[config.mk]
export PLATFORM = sky130hd
export DESIGN_NAME = imem_loader
export DESIGN_NICKNAME = d
export VERILOG_FILES = /design/src/rtl/imem_loader.sv
export SDC_FILE = /design/constraint.sdc
export NUM_CORES = 1
export LEC_CHECK = 0
export ABC_AREA = 1
export CORE_ASPECT_RATIO = 1.75
export CORE_MARGIN = 3
export CORE_UTILIZATION = 54
export DETAILED_ROUTE_END_ITERATION = 7
export GPL_TIMING_DRIVEN = 1
export PLACE_DENSITY = 0.89
export REMOVE_ABC_BUFFERS = 1
export SETUP_SLACK_MARGIN = 0.2
export SYNTH_ARGS = -nofsm -noshare
export SYNTH_HDL_FRONTEND = slang
export SYNTH_SLANG_ARGS = --single-unit
[constraint.sdc]
create_clock -name clk -period 5.8 [get_ports clk]
set_input_delay 0.87 -clock clk [delete_from_list [all_inputs] [get_ports clk]]
set_output_delay 0.87 -clock clk [all_outputs]
set_load 0.03 [all_outputs]
[src/rtl/imem_loader.sv]
// imem_loader: boot loader that streams bytes into big-endian instruction words,
// writes them to instruction memory and releases the core after a settle delay.
module imem_loader #(
  parameter int ADDR_WIDTH    = 8,
  parameter int START_ADDR    = 0,
  parameter int RELEASE_DELAY = 4
) (
  input  logic                  clk,
  input  logic                  n_reset,
  input  logic                  in_valid,
  input  logic [7:0]            in_data,
  input  logic                  in_last,
  output logic                  in_ready,
  output logic                  imem_we,
  output logic [ADDR_WIDTH-1:0] imem_addr,
  output logic [31:0]           imem_wdata,
  output logic                  core_n_reset,
  output logic                  load_done,
  output logic                  load_error,
  output logic [ADDR_WIDTH:0]   word_count
);
  typedef enum logic [2:0] {LOAD, WRITE, DELAY, DONE, ERROR} state_t;
  localparam int CW = $clog2(RELEASE_DELAY + 1);
  localparam logic [ADDR_WIDTH-1:0] ADDR_MAX   = '1;
  localparam logic [ADDR_WIDTH-1:0] ADDR_START = ADDR_WIDTH'(START_ADDR);
  localparam logic [CW-1:0]         CNT_LAST   = CW'(RELEASE_DELAY - 1);
  state_t                state_q, state_d;
  logic [1:0]            idx_q, idx_d;
  logic [ADDR_WIDTH-1:0] addr_q, addr_d;
  logic [31:0]           wdata_q, wdata_d;
  logic [CW-1:0]         cnt_q, cnt_d;
  logic [ADDR_WIDTH:0]   count_q, count_d;
  logic                  last_q, last_d;
  logic                  we_q, we_d;
  logic                  core_q, core_d;
  logic                  done_q, done_d;
  logic                  err_q, err_d;
  logic                  accept;
  assign in_ready = state_q == LOAD;
  assign accept   = in_valid & in_ready;
  always_ff @(posedge clk or negedge n_reset) begin
    if (!n_reset) begin
      state_q <= LOAD;
      idx_q   <= '0;
      addr_q  <= ADDR_START;
      wdata_q <= '0;
      cnt_q   <= '0;
      count_q <= '0;
      last_q  <= 1'b0;
      we_q    <= 1'b0;
      core_q  <= 1'b0;
      done_q  <= 1'b0;
      err_q   <= 1'b0;
    end else begin
      state_q <= state_d;
      idx_q   <= idx_d;
      addr_q  <= addr_d;
      wdata_q <= wdata_d;
      cnt_q   <= cnt_d;
      count_q <= count_d;
      last_q  <= last_d;
      we_q    <= we_d;
      core_q  <= core_d;
      done_q  <= done_d;
      err_q   <= err_d;
    end
  end
  always_comb begin
    state_d = state_q;
    case (state_q)
      LOAD:    if (accept && (idx_q == 2'd3 || in_last)) state_d = WRITE;
      WRITE:   state_d = last_q ? DELAY : (addr_q == ADDR_MAX ? ERROR : LOAD);
      DELAY:   if (cnt_q == CNT_LAST) state_d = DONE;
      default: state_d = state_q;
    endcase
  end
  // Byte 0 clears the word, so a short final word leaves its low bytes zero.
  always_comb begin
    idx_d   = state_q == WRITE ? 2'd0 : (accept ? idx_q + 2'd1 : idx_q);
    wdata_d = !accept ? wdata_q
            : idx_q == 2'd0 ? {in_data, 24'h0}
            : wdata_q | ({in_data, 24'h0} >> {idx_q, 3'b000});
    last_d  = accept ? in_last : last_q;
    addr_d  = (state_q == WRITE && state_d == LOAD) ? addr_q + 1'b1 : addr_q;
    count_d = state_q == WRITE ? count_q + 1'b1 : count_q;
    cnt_d   = state_q == DELAY ? cnt_q + 1'b1 : '0;
  end
  always_comb begin
    we_d   = state_d == WRITE;
    core_d = state_d == DONE;
    done_d = state_d == DONE;
    err_d  = err_q | (accept & in_last & (idx_q != 2'd3)) | (state_d == ERROR);
  end
  assign imem_we      = we_q;
  assign imem_addr    = addr_q;
  assign imem_wdata   = wdata_q;
  assign core_n_reset = core_q;
  assign load_done    = done_q;
  assign load_error   = err_q;
  assign word_count   = count_q;
endmodule

== Word-level counts from Yosys, hierarchy flattened ==
Cells that the tools add are included.
Storage, ports and cells
  register bits after elaboration: 61
  input bits: 12
Operators by class
  shift-type cells: 1
  reduce and logical (&&, ||, !) cells: 7
  add/subtract/negate cells: 4
  mux-type cells: 9
  bitwise gates (word level): 6
  eq/ne operators: 9
Operators with widths (count)
  two-way mux 32 bit: 1
  bitwise OR 32 bit: 1
  >> shifter 32 x 5 -> 32 bit: 1
  two-way mux 3 bit: 5
  adder 9 x 1 -> 9 bit (second input constant): 1
  == test 3 x 2 -> 1 bit (second input constant): 3
  case mux 3 bit (3 select lines): 1
  adder 8 x 1 -> 8 bit (second input constant): 1
  == test 8 bit (second input constant): 1
  == test 3 x 1 -> 1 bit (second input constant): 2
  logical NOT 3 bit: 2
  two-way mux 2 bit: 2
  adder 3 x 1 -> 3 bit (second input constant): 1
  AND 1 bit: 3
  == test 3 bit (second input constant): 1
  adder 2 x 1 -> 2 bit (second input constant): 1
  == test 2 bit (second input constant): 1
  logical AND 1 bit: 2
  logical NOT 2 bit: 1
  inequality test 2 bit (second input constant): 1
  bitwise OR 1 bit: 2
  nonzero test 2 bit: 1
  logical OR 1 bit: 1

== Longest topological paths before layout ==
Gate-level depths: netlist of the first run.
  word-level depth: 7
  depth in mapped cells: 9
  gate-level depth less buffers: 9

== Worst setup path after synthesis of the first run ==
No wires, ideal clock.
  path type: register -> register
  start point: register idx_q[0]
  end point: register wdata_q[30] (netlist: imem_wdata[30])
  arrival time: 1.760 ns
  required time: 5.678 ns
  cell stages (with the launch flop): 10
  slack: 3.918 ns
  cell sequence: dfrtp_1 buf_2 clkinv_1 buf_2 ha_1 inv_1 clkbuf_1 o21ai_0 a21oi_1 nor2_1
Between the ends
  longest elaborated chain between the ends: 3
  elaborated cells on any way between the ends: 4
RTL lines
  from (decl): RTL line 28  | logic [1:0] idx_q, idx_d;
  from (signal assigned): RTL line 56  | idx_q <= idx_d;
  >> shifter 32 x 5 -> 32 bit: RTL line 82  | : wdata_q | ({in_data, 24'h0} >> {idx_q, 3'b000});
  bitwise OR 32 bit: RTL line 82
  two-way mux 32 bit (*): RTL line 81  | : idx_q == 2'd0 ? {in_data, 24'h0}
  to (signal assigned): RTL line 58  | wdata_q <= wdata_d;
  to (decl): RTL line 30  | logic [31:0] wdata_q, wdata_d;
Mark *: on every way between the ends. The rest lies on a longest branch, timed or not.
A chain may end at the register's enable or synchronous reset.

== Worst setup path in the final report of the first run ==
  start point: register state_q[2]
  end point: output port in_ready
Between the ends
  longest elaborated chain between the ends: 1
RTL lines
  from (decl): RTL line 27  | state_t state_q, state_d;
  from (signal assigned): RTL line 55  | state_q <= state_d;
  logical NOT 3 bit: RTL line 39  | assign in_ready = state_q == LOAD;
  to (decl): RTL line 13  | output logic in_ready,
No other way between the ends.

==> metrics.csv, run 1 <==
stage,metric,value,unit
routing,TritonRoute pass-1 iters,5,
global_routing,first-pass GRT wire length,10.8,mm
final_layout,final core utilization,0.742,
power_and_ir_drop,Comb power frac,0.024,
clock_network,setup bufs post-CTS,0,
synth,Syn Inst Count,319,
global_routing,GRT overflow,0,
global_routing,largest net degree at the start of global routing,62,
place,Area after DPL,3530,sq um
synth,Syn Std Cell Area,2860,sq um
floorplan,die area,6240,sq um
synth,#FFs+latches synth,61,
synth,number of synthesized flops with an enable pin,0,
synth,top cell type by total area after synthesis,dfrtp_1,
sta,"Hold Vio Cnt, Final",0,
setup_path,critical path's slowest cell,clkdlybuf4s50_1,
final_layout,layout cells sized above 1,0.0969,
sta,achievable frequency,0.390,GHz
clock_network,Root Driver,clkbuf_8,
sta,worst-margin pin slew,0.946,ns
place,hpwl dp,4.50,mm
routing,final wirelength,6.56,mm
synth,Yosys top cell area share,0.533,
final_layout,Non-Filler Instances,446,
setup_path,launch point of the worst reg-to-reg path,idx_q[0],
status,status,"complete, no violations",
floorplan,Die Wd,61.0,microns
hold_path,WHS Path Cells,1,
power_and_ir_drop,Leakage,0.00191,uW
setup_path,worst r2r path cells,5,
setup_path,CP arrival,1.70,ns
setup_path,FF-to-FF End,imem_wdata[31],
sta,Final min period,2.57,ns
floorplan,starting density of the core,0.565,
sta,final worst-path cycle share,0.442,
job,Max-Cap Viols,0,
clock_network,CTS Buf Count,9,
place,Port Buffer Count,65,
sta,Final Setup Violations,0,
power_and_ir_drop,Net Sw Power,178,uW
routing,Via density,5.39,
clock_network,clock latency on the worst-skew pair,0.33,ns
power_and_ir_drop,clock power share,0.483,
sta,RSZ-0062 raised after global routing,false,
power_and_ir_drop,Power Dens Cells,230,nW/um^2
routing,Vias,2405,
final_layout,Syn-to-layout area delta,31.3,%
setup_path,"reg-to-reg slack, setup",3.28,ns
synth,Post-synth top cells,"61 x dfrtp_1, 57 x nand2_1, 45 x nor2_1",
setup_path,Setup CP Type,reg2out,
power_and_ir_drop,worst vdd ir,0.175,mV
power_and_ir_drop,sw frac,0.206,
clock_network,Clock Sinks,61,
final_layout,Nets,405,
setup_path,CP required,4.93,ns
synth,yosys warns,0,
final_layout,final instance area,3760,sq um
power_and_ir_drop,Seq pwr share,0.493,
place,gpl congestion,0.786,
floorplan,Rows,34,
synth,register area share after synthesis,0.533,
synth,main flop type after synthesis,dfrtp_1,
routing,wire per inst,14.7,microns
power_and_ir_drop,Internal Power,685,uW
final_layout,antenna cells,0,
floorplan,core area,5060,sq um
clock_network,Max clock buf depth,2,
setup_path,CP Launch Type,register,
floorplan,die span in y,102,microns
global_routing,antenna violations before repair,0,
sta,setup tns final,0,ns
hold_path,worst min path class,reg2reg,
hold_path,hold path endpoint,cnt_q[0],
synth,top post-synthesis cells by area,"dfrtp_1 53%, nand2_1 7.5%, nor2_1 5.9%",
routing,initial drt markers,196,
synth,post-synthesis async set-or-reset flop share,1.00,
sta,max-slew violations,0,
routing,Remaining DRCs,0,
sta,Rel. slew slack,0.368,
routing,"antenna viol nets, final",0,
clock_network,CTS tree,yes,
setup_path,crit path from,state_q[2],
power_and_ir_drop,total chip power,864,uW
hold_path,hold path start,cnt_q[0],
synth,post-synth cell types,30,
setup_path,"slowest stage delay, CP",0.66,ns
place,total placed cells including tap cells,430,
clock_network,cts hold-fix bufs,0,
setup_path,crit path cell chain,nor2_4 -> nand2_1 -> inv_1 -> clkdlybuf4s50_1,
global_routing,GRT Util Overall,0.230,
clock_network,post_cts resized,0,
global_routing,vias in the first global route,2437,
setup_path,crit end category,output pin,
setup_path,critical-path maximum fanout,4,
synth,average size of a mapped cell,8.97,sq um
sta,clock skew,0.00866,ns
floorplan,I/O pins,66,
synth,"count leader, synth",dfrtp_1,
clock_network,H-tree levels,3,
clock_network,clock slew at reported path FFs,0.06,ns
-- critical path: cells and delay by family, from the launching register on --
kind | cells | cell delay (ns)
and+or+nand+nor | 2 | 0.24
DFF | 1 | 0.41
buffers and inverters | 2 | 0.72
-- placed cells by master, fill, tap and decap left out --
master,netlist,routed
nor2_8,1,1
nor2_2,2,2
nand3_2,1,1
xor2_1,8,8
clkinvlp_4,0,1
clkinv_4,0,1
nand3_1,7,7
nor2_1,45,45
a31oi_1,9,9
nor3_2,2,2
nand2_1,57,57
buf_4,2,1
a22oi_1,1,1
o21ai_0,11,11
o21bai_1,8,8
nand3_4,3,3
a211oi_1,1,1
inv_2,3,3
a21oi_1,24,24
nor2_4,2,2
inv_1,36,36
nand2_2,4,4
ha_1,6,6
xnor2_1,2,2
clkbuf_8,0,10
nand2_4,1,1
clkinv_2,0,2
buf_2,6,1
o21ai_2,1,1
bufinv_16,0,2
clkinv_1,2,2
clkdlybuf4s50_1,0,64
nor3_1,10,10
nand4_1,2,2
dfrtp_1,61,61
-- cell families after synthesis --
logic type	share of synthesized area
buffers and inverters	0.0708
AOI/OAI and AO/OA	0.110
DFF	0.533
adders and majority gates	0.0262
and+or+nand+nor	0.229
xor gates and xnor gates	0.0306
-- state kept, by name (all words and copies together), names as in the netlist --
register,count
imem_addr,8
idx_q,2
load_error,1
cnt_q,3
imem_wdata,32
last_q,1
imem_we,1
state_q,3
word_count,9
load_done,1
-- layer usage --
layer / wire (microns) / share of wire / GRT usage
met3: 358 / 0.055 / 0.0544
met1: 2460 / 0.38 / 0.253
met2: 3660 / 0.56 / 0.411
met5: 0 / 0 / 0
met4: 76 / 0.012 / 0.0868
-- worst max path at each step --
stage                     endpoint  slack (ns)  cells past startpoint
floorplan           imem_wdata[31]        3.87                      5
global placement    imem_wdata[31]        3.08                      4
detailed placement  imem_wdata[31]        3.02                      4
CTS                       in_ready        3.20                      4
global route        imem_wdata[31]        3.10                      5
finish                    in_ready        3.23                      4
-- power groups by stage --
stage                     clock network (uW)  registers, uW  logic, uW
after floorplan                            0            433       1.64
after CTS                                423            425       21.1
after detailed placement                   0            433       21.0
final                                    417            425       21.0
after global placement                     0            433       20.7
after global routing                     441            425       23.1
-- metrics by stage --
stage	hold slack [ns]	setup WS (ns)
floorplan	0.410	3.87
global placement	0.418	3.08
detailed placement	0.440	3.02
CTS	0.449	3.20
global route	0.476	3.10
finish	0.444	3.23
-- cell type report --
cell class	count	area, sq um
Sequential cell	61	1530
Fill cell	320	1310
Multi-Input combinational cell	208	1130
Timing Repair Buffer	66	653
Inverter	41	154
Clock buffer	10	138
Clock inverter	6	86.3
Tap cell	54	67.6
Power figures use the tool's default switching activity.
==> run 2: changes to the inputs <==
CORE_UTILIZATION = 45   (was 54)
PLACE_DENSITY = 0.8   (was 0.89)
clock period = 2.3 ns   (was 5.8 ns; I/O delays follow)
==> run 2 against run 1 <==
Global-route usage decreased by 4.5 points. Via count is 0.71% lower. Sequential power rose to 2.5 times the previous value. Clock power grew 84%. Sequential cell count unchanged. Combinational power increased to 2.5 times the previous value. Final cell count grew 6.3%. Highest routed layer unchanged.
==> metrics.csv, run 2 (synthesized netlist as in run 1, its figures left out) <==
stage,metric,value,unit
status,status,"complete, no violations",
place,Worst Setup Slack post-DPL,0.495,ns
floorplan,core area,6020,sq um
setup_path,critical path's slowest cell,clkdlybuf4s50_1,
setup_path,CP bufs+invs,1,
clock_network,clock slew at reported path FFs,0.07,ns
final_layout,final core utilization,0.623,
place,gpl congestion,0.816,
floorplan,I/O pins,66,
final_layout,"commonest non-fill, non-tap cell in the layout",clkdlybuf4s50_1,
global_routing,GRT overflow,0,
hold_path,worst min path class,in2async,
sta,max-slew violations,0,
sta,achievable frequency,0.552,GHz
clock_network,CTS Buf Count,9,
final_layout,Nets,409,
power_and_ir_drop,worst vdd ir,0.557,mV
global_routing,first-pass GRT wire length,10.8,mm
sta,RSZ-0062 raised after global routing,false,
sta,clock skew,0.00836,ns
setup_path,crit path cell chain,clkdlybuf4s50_1,
sta,final worst setup slack,0.490,ns
setup_path,largest delay contributor family on the critical path,buffers and inverters,
setup_path,"slowest stage delay, CP",0.71,ns
clock_network,Root Driver,clkbuf_8,
floorplan,starting density of the core,0.475,
routing,wire per inst,13.0,microns
clock_network,clock latency on the worst-skew pair,0.33,ns
power_and_ir_drop,total chip power,1890,uW
sta,Final Setup Violations,0,
setup_path,Setup CP Type,reg2out,
place,total placed cells including tap cells,458,
power_and_ir_drop,Power Dens Cells,505,nW/um^2
floorplan,die span in y,111,microns
final_layout,max FFs per register,32,
routing,TritonRoute pass-1 iters,4,
sta,Rel. slew slack,0.732,
global_routing,GRT Util Overall,0.185,
routing,Vias,2388,
final_layout,Non-Filler Instances,474,
floorplan,die area,7390,sq um
place,Port Buffer Count,65,
setup_path,CP Launch Type,register,
clock_network,CTS tree,yes,
setup_path,crit end category,output pin,
floorplan,Rows,37,
sta,final worst-path cycle share,0.787,
job,Max-Cap Viols,0,
clock_network,Clock Sinks,61,
final_layout,"commonest non-fill, non-tap cells in the layout","63 x clkdlybuf4s50_1, 61 x dfrtp_1, 57 x nand2_1",
sta,setup tns final,0,ns
routing,initial drt markers,154,
setup_path,CP arrival,1.47,ns
routing,final wirelength,6.16,mm
global_routing,antenna violations before repair,0,
clock_network,setup bufs post-CTS,0,
setup_path,CP required,1.96,ns
sta,worst-margin pin slew,0.401,ns
clock_network,Max clock buf depth,2,
global_routing,largest net degree at the start of global routing,33,
clock_network,H-tree levels,3,
floorplan,Die Wd,66.3,microns
final_layout,layout cells sized above 1,0.0934,
sta,Final min period,1.81,ns
place,hpwl dp,4.55,mm
routing,"antenna viol nets, final",0,
final_layout,Syn-to-layout area delta,31.0,%
routing,Via density,5.04,
global_routing,vias in the first global route,2426,
setup_path,critical-path maximum fanout,5,
sta,"Hold Vio Cnt, Final",0,
final_layout,antenna cells,0,
routing,Remaining DRCs,0,
power_and_ir_drop,Leakage,0.00192,uW
==> run 2: final cells by class <==
type | count | area (sq um)
Clock buffer | 14 | 143
Clock inverter | 2 | 10.0
Fill cell | 518 | 2270
Inverter | 41 | 154
Multi-Input combinational cell | 208 | 1130
Sequential cell | 61 | 1530
Tap cell | 78 | 97.6
Timing Repair Buffer | 70 | 686
==> run 2: through the flow <==
step / hold WS, ns / cell area (sq um)
2_1_floorplan: 0.0494 / 2810
3_3_place_gp: 0.385 / 3590
3_5_place_dp: 0.396 / 3590
4_1_cts: 0.0334 / 3750
5_1_grt: 0.0584 / 3750
6_report: 0.0187 / 3750
==> run 2: worst paths after layout <==
path / from / endpoint / slack, ns / cells past startpoint
max in group asynchronous: n_reset / imem_wdata[27] / 1.96 / 2
worst min register to register: cnt_q[0] / cnt_q[0] / 0.43 / 1
worst max register to register: idx_q[1] / imem_wdata[31] / 0.49 / 6
worst min-delay path: n_reset / word_count[3] / 0.02 / 2
min in group clk: cnt_q[0] / cnt_q[0] / 0.43 / 1
worst max-delay path: imem_addr[2] / imem_addr[2] / 0.49 / 1
==> run 2: timing repair <==
item	in CTS	in global routing
hold buffers	0	0
resized for setup	0	1
setup endpoints to repair	0	1
==> run 2: power by group <==
| part | switching [uW] | internal (uW) | leakage [uW] |
|---|---|---|---|
| combinational | 32.8 | 19.9 | 0.00105 |
| sequential | 0 | 1070 | 0.000790 |
| clock | 379 | 389 | 0.0000784 |
==> run 2: metal layers <==
metal / vias up / wire [microns] / global-route usage
met1: 1138 / 2460 / 0.216
met2: 72 / 3240 / 0.319
li1: 1163 / - / -
met3: 15 / 350 / 0.0474
met5: - / 0 / 0
met4: 0 / 107 / 0.0638
